### src/rtl/uart_pkg.sv
`default_nettype none
// ============================================================================
//  Module      : uart_pkg
//  Description : Shared definitions for the UART receiver and transmitter:
//                receiver state encoding, default bit period, frame shape
//                and the bit-counter width.
//  Contents    : uart_state_t  - 3-bit receiver state encoding
//                DEFAULT_CLKS_PER_BIT, DATA_BITS, STOP_BITS, CNT_W, BIT_IDX_W
//                half_bit()    - mid-bit count for a given bit period
//  Revision    : 1.0  initial release
// ============================================================================
package uart_pkg;

  typedef enum logic [2:0] {
    IDLE      = 3'd0,
    START     = 3'd1,
    DATA      = 3'd2,
    STOP      = 3'd3,
    WAIT_IDLE = 3'd4
  } uart_state_t;

  localparam int unsigned DEFAULT_CLKS_PER_BIT = 100;
  localparam int unsigned DATA_BITS            = 8;
  localparam int unsigned STOP_BITS            = 1;
  localparam int unsigned CNT_W                = 16;
  localparam int unsigned BIT_IDX_W            = $clog2(DATA_BITS);

  // Count at which the start bit is re-checked; rounding down keeps the
  // sample point at or just before the true bit centre.
  function automatic logic [CNT_W-1:0] half_bit(input int unsigned clks_per_bit);
    return CNT_W'((clks_per_bit - 1) / 2);
  endfunction

endpackage
`default_nettype wire

### src/rtl/uart_sync2.sv
`default_nettype none
// ============================================================================
//  Module      : uart_sync2
//  Description : Two-flop synchroniser for a single asynchronous input.
//                Both flops reset to RESET_VAL so the synchronised output
//                presents the input's idle level straight out of reset.
//  Ports       : clk   in  1  destination clock, rising edge
//                rst_n in  1  asynchronous active-low reset
//                d     in  1  asynchronous input
//                q     out 1  synchronised output, 2 clk after d changes
//  Revision    : 1.0  initial release
// ============================================================================
module uart_sync2 #(
  parameter logic RESET_VAL = 1'b1
) (
  input  logic clk,
  input  logic rst_n,
  input  logic d,
  output logic q
);

  // First stage may go metastable; only the second stage is consumed.
  logic meta;

  always_ff @(posedge clk or negedge rst_n) begin
    if (!rst_n) begin
      meta <= RESET_VAL;
      q    <= RESET_VAL;
    end else begin
      meta <= d;
      q    <= meta;
    end
  end

endmodule
`default_nettype wire

### src/rtl/uart_rx.sv
`default_nettype none
// ============================================================================
//  Module      : uart_rx
//  Description : 8N1 asynchronous serial receiver. Synchronises the line,
//                re-checks the start bit at mid-bit, samples every data bit
//                at its centre (LSB first) and checks the stop bit.
//  Ports       : clk       in  1  system clock, rising edge
//                rst_n     in  1  asynchronous active-low reset
//                rx        in  1  serial line, idle high, asynchronous
//                data_out  out 8  last good byte, held until the next one
//                valid     out 1  one-cycle pulse, data_out new this cycle
//                frame_err out 1  one-cycle pulse, stop bit sampled low
//                busy      out 1  high whenever the receiver is not idle
//  Revision    : 1.0  initial release
// ============================================================================
module uart_rx
  import uart_pkg::*;
#(
  parameter int unsigned CLKS_PER_BIT = DEFAULT_CLKS_PER_BIT
) (
  input  logic                 clk,
  input  logic                 rst_n,
  input  logic                 rx,
  output logic [DATA_BITS-1:0] data_out,
  output logic                 valid,
  output logic                 frame_err,
  output logic                 busy
);

  localparam logic [CNT_W-1:0]     HALF     = half_bit(CLKS_PER_BIT);
  localparam logic [CNT_W-1:0]     LAST     = CNT_W'(CLKS_PER_BIT - 1);
  localparam logic [BIT_IDX_W-1:0] LAST_BIT = BIT_IDX_W'(DATA_BITS - 1);

  logic                 rx_s;
  uart_state_t          state;
  logic [CNT_W-1:0]     cnt;
  logic [BIT_IDX_W-1:0] bit_idx;
  logic [DATA_BITS-1:0] shift;

  // Stop-bit verdict, captured at the stop-bit sample and turned into the
  // output pulse on the following clock.
  logic                 deliver_ok;
  logic                 deliver_err;

  uart_sync2 #(
    .RESET_VAL (1'b1)
  ) u_sync (
    .clk   (clk),
    .rst_n (rst_n),
    .d     (rx),
    .q     (rx_s)
  );

  always_ff @(posedge clk or negedge rst_n) begin
    if (!rst_n) begin
      state       <= IDLE;
      cnt         <= '0;
      bit_idx     <= '0;
      shift       <= '0;
      deliver_ok  <= 1'b0;
      deliver_err <= 1'b0;
      data_out    <= '0;
      valid       <= 1'b0;
      frame_err   <= 1'b0;
      busy        <= 1'b0;
    end else begin
      // Output stage: pulses last exactly one cycle because the verdict
      // flags are cleared below unless re-set by a new stop-bit sample,
      // which cannot happen on consecutive cycles.
      valid       <= deliver_ok;
      frame_err   <= deliver_err;
      if (deliver_ok) begin
        data_out <= shift;
      end
      deliver_ok  <= 1'b0;
      deliver_err <= 1'b0;

      case (state)
        IDLE: begin
          cnt <= '0;
          if (!rx_s) begin
            state <= START;
            busy  <= 1'b1;
          end
        end

        START: begin
          if (cnt == HALF) begin
            cnt     <= '0;
            bit_idx <= '0;
            if (!rx_s) begin
              state <= DATA;
            end else begin
              // Line went back high before mid-bit: treat as a glitch.
              state <= IDLE;
              busy  <= 1'b0;
            end
          end else begin
            cnt <= cnt + 1'b1;
          end
        end

        DATA: begin
          if (cnt == LAST) begin
            cnt     <= '0;
            shift   <= {rx_s, shift[DATA_BITS-1:1]};
            bit_idx <= bit_idx + 1'b1;
            if (bit_idx == LAST_BIT) begin
              state <= STOP;
            end
          end else begin
            cnt <= cnt + 1'b1;
          end
        end

        STOP: begin
          if (cnt == LAST) begin
            cnt <= '0;
            if (rx_s) begin
              // Return to IDLE at stop-bit centre so a start bit that
              // follows immediately still has half a bit of margin.
              deliver_ok <= 1'b1;
              state      <= IDLE;
              busy       <= 1'b0;
            end else begin
              deliver_err <= 1'b1;
              state       <= WAIT_IDLE;
            end
          end else begin
            cnt <= cnt + 1'b1;
          end
        end

        WAIT_IDLE: begin
          // A held-low line (break) must not decode as a stream of frames.
          cnt <= '0;
          if (rx_s) begin
            state <= IDLE;
            busy  <= 1'b0;
          end
        end

        default: begin
          state <= IDLE;
          cnt   <= '0;
          busy  <= 1'b0;
        end
      endcase
    end
  end

endmodule
`default_nettype wire
### config.mk
export PLATFORM = sky130hd
export DESIGN_NAME = uart_rx
export DESIGN_NICKNAME = d
export VERILOG_FILES = /design/src/rtl/uart_pkg.sv /design/src/rtl/uart_sync2.sv /design/src/rtl/uart_rx.sv
export SDC_FILE = /design/constraint.sdc
export NUM_CORES = 1
export LEC_CHECK = 0
export CAP_MARGIN = 20
export CORE_UTILIZATION = 62
export DETAILED_ROUTE_END_ITERATION = 8
export PLACE_DENSITY = 0.9
export SLEW_MARGIN = 20
export SYNTH_ARGS = -nofsm -noshare
export SYNTH_HDL_FRONTEND = slang
export SYNTH_SLANG_ARGS = --single-unit
### constraint.sdc
create_clock -name clk -period 6.65 [get_ports clk]
set_clock_uncertainty 0.15 [all_clocks]
set_input_delay 0.665 -clock clk [delete_from_list [all_inputs] [get_ports clk]]
set_output_delay 0.665 -clock clk [all_outputs]
set_load 0.05 [all_outputs]
* Word level (Yosys, flattened, before mapping) *
Cells that the tools add are included.

storage, ports and cells
  register bits after elaboration = 45
  output and inout port bits = 11
  word-level logic and storage cells = 61

operators by class
  bitwise gates (word level) = 1
  add/sub/neg operators = 2
  equality and inequality tests = 13
  mux-type cells = 26
  reduce and logical (&&, ||, !) cells = 7

operators with widths
  cell                     number
  $mux W16                 2
  $pmux W16 S2             1
  $mux W3                  9
  $add A16 B1 Y16 const B  1
  $eq A16 B6 Y1 const B    1
  $eq A16 B7 Y1 const B    1
  $pmux W3 S5              1
  $mux W1                  10
  $ne A2 B2 Y1 const B     5
  $eq A3 B2 Y1 const B     2
  $eq A3 B3 Y1 const B     2
  $pmux W3 S2              1
  $reduce_and A6 Y1        1
  $pmux W1 S5              1
  $reduce_and A4 Y1        1
  $add A3 B1 Y3 const B    1
  $eq A3 B1 Y1 const B     1
  $logic_not A3 Y1         1
  $reduce_and A3 Y1        1
  $mux W2                  1
  $ne A2 B1 Y1 const B     1
  $reduce_and A2 Y1        1
  $reduce_bool A2 Y1       1
  $reduce_or A2 Y1         1
  $not A1 Y1               1

* Longest topological paths before layout *
Gate-level depths: netlist of run 1.

  depth after elaboration = 4
  gate-level depth with buffers = 8
  mapped depth without buffers = 6

* Hierarchy *
From an unflattened synthesis of run 1, not the netlist that was laid out.

second synthesis, totals
  cells, all modules = 170
  area, all modules = 2042.0 µm²

modules (own cells, without submodules)
  module      area an instance (µm²)  sequential area each (µm²)  cells an instance  times used
  uart_rx     1989.4                  1076.0                      168                1
  uart_sync2  52.6                    52.6                        2                  1

* Least setup slack after synthesis of run 1 *
Ideal clock, no wire load.

  path type = register to register
  start point = reg cnt[7]
  end point = reg cnt[10]
  path buffers = 2
  cell stages (with the launch flop) = 7
  path slack = 4.270 ns
  arrival = 2.094 ns
  cell sequence = dfrtp_1 > or4_4 > or4_1 > buf_2 > a22oi_4 > buf_4 > nor3_1

on the way
  longest elaborated chain between the ends = 3
  elaborated cells on any way between the ends = 6
  those cells by class = 1 x add/sub; 2 x eq/ne; 3 x mux

RTL lines
  what                                           RTL line                                       text
  start: declaration                             uart_rx.sv:36                                  logic [CNT_W-1:0] cnt;
  start signal: assignment                       uart_rx.sv:99                                  cnt <= cnt + 1'b1;
  start signal: assignment                       uart_rx.sv:112                                 cnt <= cnt + 1'b1;
  start signal: assignment                       uart_rx.sv:130                                 cnt <= cnt + 1'b1;
  $add A16 B1 Y16, or another cell as far along  uart_rx.sv:99, uart_rx.sv:112, uart_rx.sv:130
  $mux W16 (on tied branches)                    uart_rx.sv:104, uart_rx.sv:117, uart_rx.sv:88
  $pmux W16 S2 (*)                               uart_rx.sv:78                                  case (state)

Mark *: on every way between the ends. The rest lies on a longest branch, timed or not.
A chain may end at the register's enable or synchronous reset.

* Worst setup path in the final report of run 1 *
  start point = reg cnt[7]
  end point = reg cnt[7]

Same word-level chain as after synthesis.

==> results of run 1 <==
metal layers:
metal / vias to the layer above / wire length, um / part of all wire / global-route usage
met3: 13 / 187 / 0.051 / 0.0677
met2: 54 / 1910 / 0.52 / 0.417
li1: 650 / - / - / -
met4: 0 / 113 / 0.031 / 0.133
met5: - / 0 / 0 / 0
met1: 686 / 1440 / 0.39 / 0.278
cells by family after synthesis:
family / Yosys count / share of synthesized area
simple gates: 58 / 0.167
xor+xnor: 11 / 0.0474
flops: 45 / 0.555
compound gates: 19 / 0.0702
fa+ha+maj: 5 / 0.0296
mux: 18 / 0.0985
buf+inv: 16 / 0.0320
power breakdown:
group | total [uW] | switching [uW] | internal [uW]
combinational | 6.28 | 5.31 | 0.974
clock | 123 | 82.6 | 40.3
sequential | 275 | 0.567 | 275
total | 404 | 88.5 | 316
registers in the layout, indices dropped and copies added (netlist names):
register     cells
shift            8
data_out         8
frame_err        1
bit_idx          3
valid            1
cnt             16
busy             1
deliver_err      1
state            3
deliver_ok       1
u_sync.meta      1
u_sync.q         1
synthesized netlist by cell type (3+ instances only):
| cell | number |
|---|---|
| clkbuf_1 | 6 |
| and4_1 | 3 |
| inv_1 | 8 |
| ha_1 | 4 |
| or4_1 | 4 |
| nand3_1 | 8 |
| or3_1 | 4 |
| mux2_2 | 16 |
| nand2_1 | 7 |
| xor2_1 | 9 |
| nor2_1 | 4 |
| and3_1 | 3 |
| nor3_1 | 15 |
| nand4_1 | 3 |
| o21ai_0 | 6 |
| dfrtp_1 | 43 |
| a211oi_1 | 3 |
critical path: cells and delay by family, from the launching register on:
family	cells	cell delay (ns)
flops	1	0.47
compound gates	1	0.48
simple gates	3	1.40
through the flow:
| step | hold slack [ns] | power [uW] | utilization | instance area (sq um) | cells |
|---|---|---|---|---|---|
| floorplan | 0.181 | 281 | - | 2030 | 172 |
| global placement | 0.183 | 287 | 0.707 | 2180 | 221 |
| detailed placement | 0.190 | 287 | 0.707 | 2180 | 221 |
| CTS | 0.216 | 409 | 0.724 | 2230 | 229 |
| global route | 0.218 | 421 | 0.724 | 2230 | 229 |
| finish | 0.214 | 404 | 0.724 | 2230 | 229 |
cell type report:
| cell class | instances | area [sq um] | area share |
|---|---|---|---|
| sequential | 45 | 1130 | 0.506 |
| multi-input combinational | 111 | 838 | 0.376 |
| clock inverter | 2 | 10.0 | 0.00449 |
| clock buffer | 6 | 41.3 | 0.0185 |
| tap | 44 | 55.1 | 0.0247 |
| timing repair buffer | 13 | 125 | 0.0561 |
| inverter | 8 | 30.0 | 0.0135 |
how the worst max path moves through the flow:
stage | startpoint | endpoint | slack (ns) | cells after the start
final | cnt[7] | cnt[7] | 4.01 | 4
after CTS | cnt[7] | cnt[7] | 4.02 | 4
after global placement | cnt[7] | cnt[6] | 4.13 | 4
after detailed placement | cnt[7] | cnt[7] | 4.04 | 4
after floorplan | cnt[7] | cnt[10] | 4.27 | 6
after global routing | cnt[7] | cnt[7] | 3.89 | 4
==> out/metrics.cfg, run 1 <==
[timing]
setup_slack_ns = 4.01
max_clock_freq_ghz = 0.378
fin_crit_ns = 2.64
tightest_slew_ns = 0.943
hold_viol = 0
relSlewSlack = 0.371
rsz0062_at_grt = no
setup_tns_ns = 0
fin_crit_sh = 0.397
finalSetupViolCount = 0
slew_violations = 0

[worst_setup_path]
worst-r2r-cell-count = 4
critical-path-max-stage-delay_ns = 0.69
reg2reg_setup_slack_ns = 4.01
slowest_stage = or4_1
arrival_ns = 2.71
crit_path_start_kind = flop
worstSetupPathType = reg2reg
worstReg2RegEnd = cnt[7]
rr_startpoint = cnt[7]
cp.required_ns = 6.72
crit_fanout = 16
crit_chain = or4_4 > or4_1 > a22oi_4 > nor3_1
end_kind = flop

[logic_synthesis]
syn_area_sq_um = 2030
ys.flop_type = dfrtp_1
synth_seq_cells = 45
synthCells = 172
yosys.area.top_type = dfrtp_1
async_flop_share = 1.00
postSynthAreaPerCell_sq_um = 11.8
ys_types = 37
synth_top_area_share = 0.530
synthesis.nets = 179
synth_edf_count = 0
synth_area_leaders = dfrtp_1, mux2_2, xor2_1
yosys_warnings = 0
ys_seq_area_frac = 0.555

[cells_and_area]
antenna_cells = 0
nFillCells = 201
layout_commonest_cell = dfrtp_1
syn_to_final_growth_pct = 9.67
layout-drive-gt1-share = 0.168
nNetsFinal = 191
layout_common_cells = dfrtp_1, mux2_2, nor3_1

[floorplanning]
floorplan.rows = 20
core-area_sq_um = 3080
ios = 14
die_w_um = 59.3
die_area_sq_um = 3510
die_h_um = 59.3
start_util = 0.660

[clocking]
cts-root-buf = clkbuf_4
cts-htree-levels = 2
clk_latency_ns = 0.36
cts_hold_buf = 0
post_cts_buffers = 0
post_cts_resized = 0
cts_tree = yes
path_clk_slew_ns = 0.12
cts_made_buffers = 5
clk_path_buf_depth = 2
cts.sinks = 45

[route]
avgRoutedWirePerCell_um = 15.9
routed_wl_mm = 3.64
first_pass_iters = 4
drc = 0
vias_per_cell = 6.13
dr_total_vias = 1403
drtIter0Drc = 58
ant_nets = 0

[min_path]
whs_path_depth = 0
min_to = frame_err
min_path_type = reg2reg
holdCritStartpoint = deliver_err

[placed_design]
numPortBuffers = 13
dp_slack_ns = 4.04
routabilityCongestion = 0.978
dp.final_hpwl_mm = 2.60

[grt]
grt-ovfl-total = 0
grt_pass1_vias = 1391
grt_max_degree = 46
grt_usage = 0.245
grt_pass1_wl_mm = 6.18
antenna_found_initial = 0

[power_and_ir_drop]
vdd_drop_max_mv = 0.152
power_density_nw_per_um2 = 181
p_leak_uw = 0.00102

[status]
status = complete, no violations

[flow_run]
maxCapViolations = 0

Note: power is estimated with default switching activity, not from simulation.
==> run 2: changes to the inputs <==
CORE_UTILIZATION = 57   (was 62)
PLACE_DENSITY = 0.85   (was 0.9)
clock period = 2.5 ns   (was 6.65 ns; I/O delays follow)
==> out/metrics.cfg, run 2 (synthesis results as in run 1) <==
[status]
status = complete, no violations

[power_and_ir_drop]
pwr-share-comb = 0.016
pwr-share-seq = 0.662
clockPowerShare = 0.321
p_sw_uw = 260
power_density_nw_per_um2 = 480
p_sw_frac = 0.235
vdd_drop_max_mv = 0.303
p_leak_uw = 0.00106
internal_power_uw = 846

[flow_run]
maxCapViolations = 0

[clocking]
cts-root-buf = clkbuf_4
clk_latency_ns = 0.37
clk_path_buf_depth = 2
cts-htree-levels = 2
cts_made_buffers = 5
path_clk_slew_ns = 0.14
cts.sinks = 45
cts_tree = yes

[worst_setup_path]
arrival_ns = 2.51
crit_path_start_kind = flop
crit_fanout = 4
rr_startpoint = cnt[3]
critical-path-max-stage-delay_ns = 0.60
worstSetupPathType = reg2reg
slowest_stage = or4_1
cp-startpoint = cnt[3]
end_kind = flop
crit_chain = or4_4 > or4_1 > or3_1 > a221oi_2
cp.required_ns = 2.64

[route]
ant_nets = 0
drc = 0
routed_wl_mm = 3.73
drtIter0Drc = 53
vias_per_cell = 5.98
dr_total_vias = 1424
first_pass_iters = 4
avgRoutedWirePerCell_um = 15.7

[timing]
setup_tns_ns = 0
slew_violations = 0
hold_viol = 0
rsz0062_at_grt = no
tightest_slew_ns = 0.953
max_clock_freq_ghz = 0.422
setup_slack_ns = 0.129
fin_crit_sh = 0.948
relSlewSlack = 0.365
finalSetupViolCount = 0
fin_crit_ns = 2.37

[grt]
grt-ovfl-total = 0
met3_usage = 0.0580
top_usage_layer = met2
grt_usage = 0.227
grt_pass1_wl_mm = 6.19
use_met1 = 0.287
antenna_found_initial = 0
grt_pass1_vias = 1368
grt_max_degree = 46
use_met2 = 0.378

[floorplanning]
start_util = 0.604
die_h_um = 61.7
floorplan.rows = 21
core-area_sq_um = 3360
die_w_um = 61.7
ios = 14
die_area_sq_um = 3810

[cells_and_area]
reg_top3 = cnt x16, data_out x8, shift x8
layout_common_cells = dfrtp_1, mux2_2, nor3_1
syn_to_final_growth_pct = 13.5
largest_reg_flops = 16
regMostFlops = cnt
layout-drive-gt1-share = 0.198
stdcell_area_sq_um = 2310
layout_commonest_cell = dfrtp_1
antenna_cells = 0
nNetsFinal = 198

[placed_design]
routabilityCongestion = 0.855
dp_slack_ns = 0.128
place_area_sq_um = 2240
dp.final_hpwl_mm = 2.59
numPortBuffers = 13

[min_path]
holdCritStartpoint = rx
min_path_type = in2reg

run 2: through the flow:
stage | util | total power (uW) | hold slack, ns | instances
2_1_floorplan | - | 747 | -0.196 | 172
3_5_place_dp | 0.665 | 764 | 0.197 | 229
4_1_cts | 0.686 | 1120 | 0.126 | 238
5_1_grt | 0.686 | 1150 | 0.115 | 238
3_3_place_gp | 0.665 | 763 | 0.183 | 229
6_report | 0.686 | 1110 | 0.131 | 238
run 2: worst paths after layout:
check | to | slack (ns) | cells after the start
max reg2reg | state[1] | 0.13 | 4
min reg2reg | u_sync.q | 0.22 | 0
max in group asynchronous | state[2] | 1.20 | 2
min | u_sync.meta | 0.13 | 1
max | state[1] | 0.13 | 4
min in group asynchronous | data_out[1] | 0.41 | 2
run 2: final cells by class:
class | instances | area, sq um
multi-input combinational | 111 | 838
tap | 46 | 57.6
inverter | 8 | 30.0
timing repair buffer | 20 | 193
clock inverter | 3 | 21.3
sequential | 45 | 1130
clock buffer | 5 | 37.5
fill | 262 | 1060
run 2: timing repair:
action | in CTS | in global routing
hold buffers | 1 | 0
setup endpoints to repair | 0 | 0
setup buffers | 0 | 0
hold endpoints to repair | 43 | 0
resized for setup | 0 | 0
run 2: per-layer routing:
metal	part of all wire	wire, um
met5	0	0
met1	0.43	1600
met2	0.51	1910
met3	0.038	141
met4	0.019	70
run 2: power by group through the flow:
stage	Clock [uW]	Combinational, uW	Sequential [uW]
after floorplan	0	1.43	746
after global placement	0	17.0	746
after detailed placement	0	17.8	746
after CTS	365	18.9	733
after global routing	396	21.6	733
final	356	17.9	732
run 2: worst max-delay path, delay by kind of cell (launching register included):
kind             cells  cell delay, ns
AND/OR/NAND/NOR      3            1.50
flip-flops           1            0.44
AO/OA/AOI/OAI        1            0.21
==> run 3: changes to the inputs <==
CORE_ASPECT_RATIO = 1.4   (was not set)
==> out/metrics.cfg, run 3 (synthesis results as in run 1) <==
[grt]
grt_pass1_vias = 1488
met3_usage = 0.0438
use_met2 = 0.409
grt_max_degree = 46
grt_usage = 0.239
top_usage_layer = met2
grt_pass1_wl_mm = 6.68
use_met1 = 0.279
grt-ovfl-total = 0
antenna_found_initial = 0

[power_and_ir_drop]
p_sw_frac = 0.203
p_leak_uw = 0.00107
power_density_nw_per_um2 = 502
pwr-share-comb = 0.015
pwr-share-seq = 0.627
vdd_drop_max_mv = 0.399
p_sw_uw = 237
finalPower_uw = 1170
internal_power_uw = 930
clockPowerShare = 0.358

[cells_and_area]
register_area_sq_um = 1130
antenna_cells = 0
layout_common_cells = dfrtp_1, mux2_2, nor3_1
syn_to_final_growth_pct = 14.4
largest_reg_flops = 16
nFillCells = 258
regMostFlops = cnt
nNetsFinal = 198
multi_input_area_sq_um = 842
layout_commonest_cell = dfrtp_1
layout-drive-gt1-share = 0.193
fin_cells = 232
reg_top3 = cnt x16, data_out x8, shift x8

[clocking]
post_cts_buffers = 0
cts_tree = yes
clk_latency_ns = 0.29
cts.sinks = 45
cts-root-buf = clkbuf_8
cts_made_buffers = 5
path_clk_slew_ns = 0.07
clk_path_buf_depth = 2
cts-htree-levels = 2

[floorplanning]
start_util = 0.601
die_w_um = 52.5
core-area_sq_um = 3380
floorplan.rows = 25
ios = 14
die_area_sq_um = 3810
die_h_um = 72.6

[worst_setup_path]
end_kind = flop
arrival_ns = 2.43
crit_fanout = 4
reg2reg_setup_slack_ns = 0.11
rr_startpoint = cnt[3]
worst-r2r-cell-count = 4
crit_path_start_kind = flop
cp-startpoint = cnt[3]
worstSetupPathType = reg2reg
worstReg2RegEnd = state[1]
cp.required_ns = 2.54
endpoint = state[1]

[placed_design]
numPortBuffers = 13
place_inst = 223
dp.final_hpwl_mm = 2.72
routabilityCongestion = 0.844

[status]
status = complete, no violations

[route]
vias_per_cell = 6.13
routed_wl_mm = 3.81
ant_nets = 0
first_pass_iters = 4
avgRoutedWirePerCell_um = 16.4
dr_total_vias = 1421
drc = 0
drtIter0Drc = 33

[min_path]
min_path_type = in2reg

[timing]
fin_crit_sh = 0.954
slew_violations = 0
setup_tns_ns = 0
hold_slack_ns = 0.209
tightest_slew_ns = 0.945
hold_viol = 0
rsz0062_at_grt = no
finalSetupViolCount = 0
fin_crit_ns = 2.39
relSlewSlack = 0.370
max_clock_freq_ghz = 0.419

[flow_run]
maxCapViolations = 0

## run 3: cell types whose count changed in the layout (fill, tap and decap cells not counted)
| cell | before | now |
|---|---|---|
| clkbuf_1 | 0 | 2 |
| clkbuf_4 | 5 | 0 |
| clkbuf_8 | 0 | 5 |
| clkinvlp_4 | 1 | 0 |
| inv_6 | 1 | 0 |
| or4_1 | 4 | 3 |
| or4_4 | 1 | 2 |
## run 3: worst min-delay path by stage
stage / start / slack [ns] / to / depth (start not counted)
CTS: rx / 0.20 / u_sync.meta / 1
finish: rx / 0.21 / u_sync.meta / 1
global placement: deliver_err / 0.18 / frame_err / 0
detailed placement: deliver_err / 0.19 / frame_err / 0
global route: deliver_err / 0.21 / frame_err / 0
floorplan: rst_n / -0.20 / bit_idx[0] / 0
## run 3: stage by stage
stage	util	instance area, sq um	worst slack [ns]
2_1_floorplan	-	2030	0.120
3_3_place_gp	0.660	2230	0.160
3_5_place_dp	0.660	2230	0.0582
4_1_cts	0.687	2320	0.0610
5_1_grt	0.688	2320	0.0763
6_report	0.688	2320	0.115
## run 3: worst max-delay path, stage by stage (launching register included)
cell and delay (ns):
dfrtp_1 0.43, or4_4 0.56, or4_4 0.57, or3_1 0.34, a221oi_2 0.24
## run 3: timing repair
item,4_1_cts,5_1_grt
hold endpoints to repair,43,0
resized for setup,0,1
setup endpoints to repair,0,1
hold buffers,1,0
## run 3: final cells by class
type	instances	share of cell area
Multi-Input combinational cell	111	0.362
Sequential cell	45	0.485
Clock inverter	1	0.00215
Tap cell	40	0.0215
Clock buffer	7	0.0328
Inverter	8	0.0129
Timing Repair Buffer	20	0.0829
## run 3: power groups by stage
| stage | registers (uW) | clock network [uW] | logic, uW |
|---|---|---|---|
| 3_3_place_gp | 746 | 0 | 17.3 |
| 4_1_cts | 732 | 432 | 19.4 |
| 3_5_place_dp | 746 | 0 | 18.3 |
| 5_1_grt | 732 | 459 | 21.4 |
| 6_report | 732 | 417 | 18.0 |
| 2_1_floorplan | 746 | 0 | 1.43 |
## run 3: metal layers
layer	up-vias	wire length, um
met1	716	1500
met4	0	99
met2	35	2080
met5	-	0
met3	8	128
li1	662	-
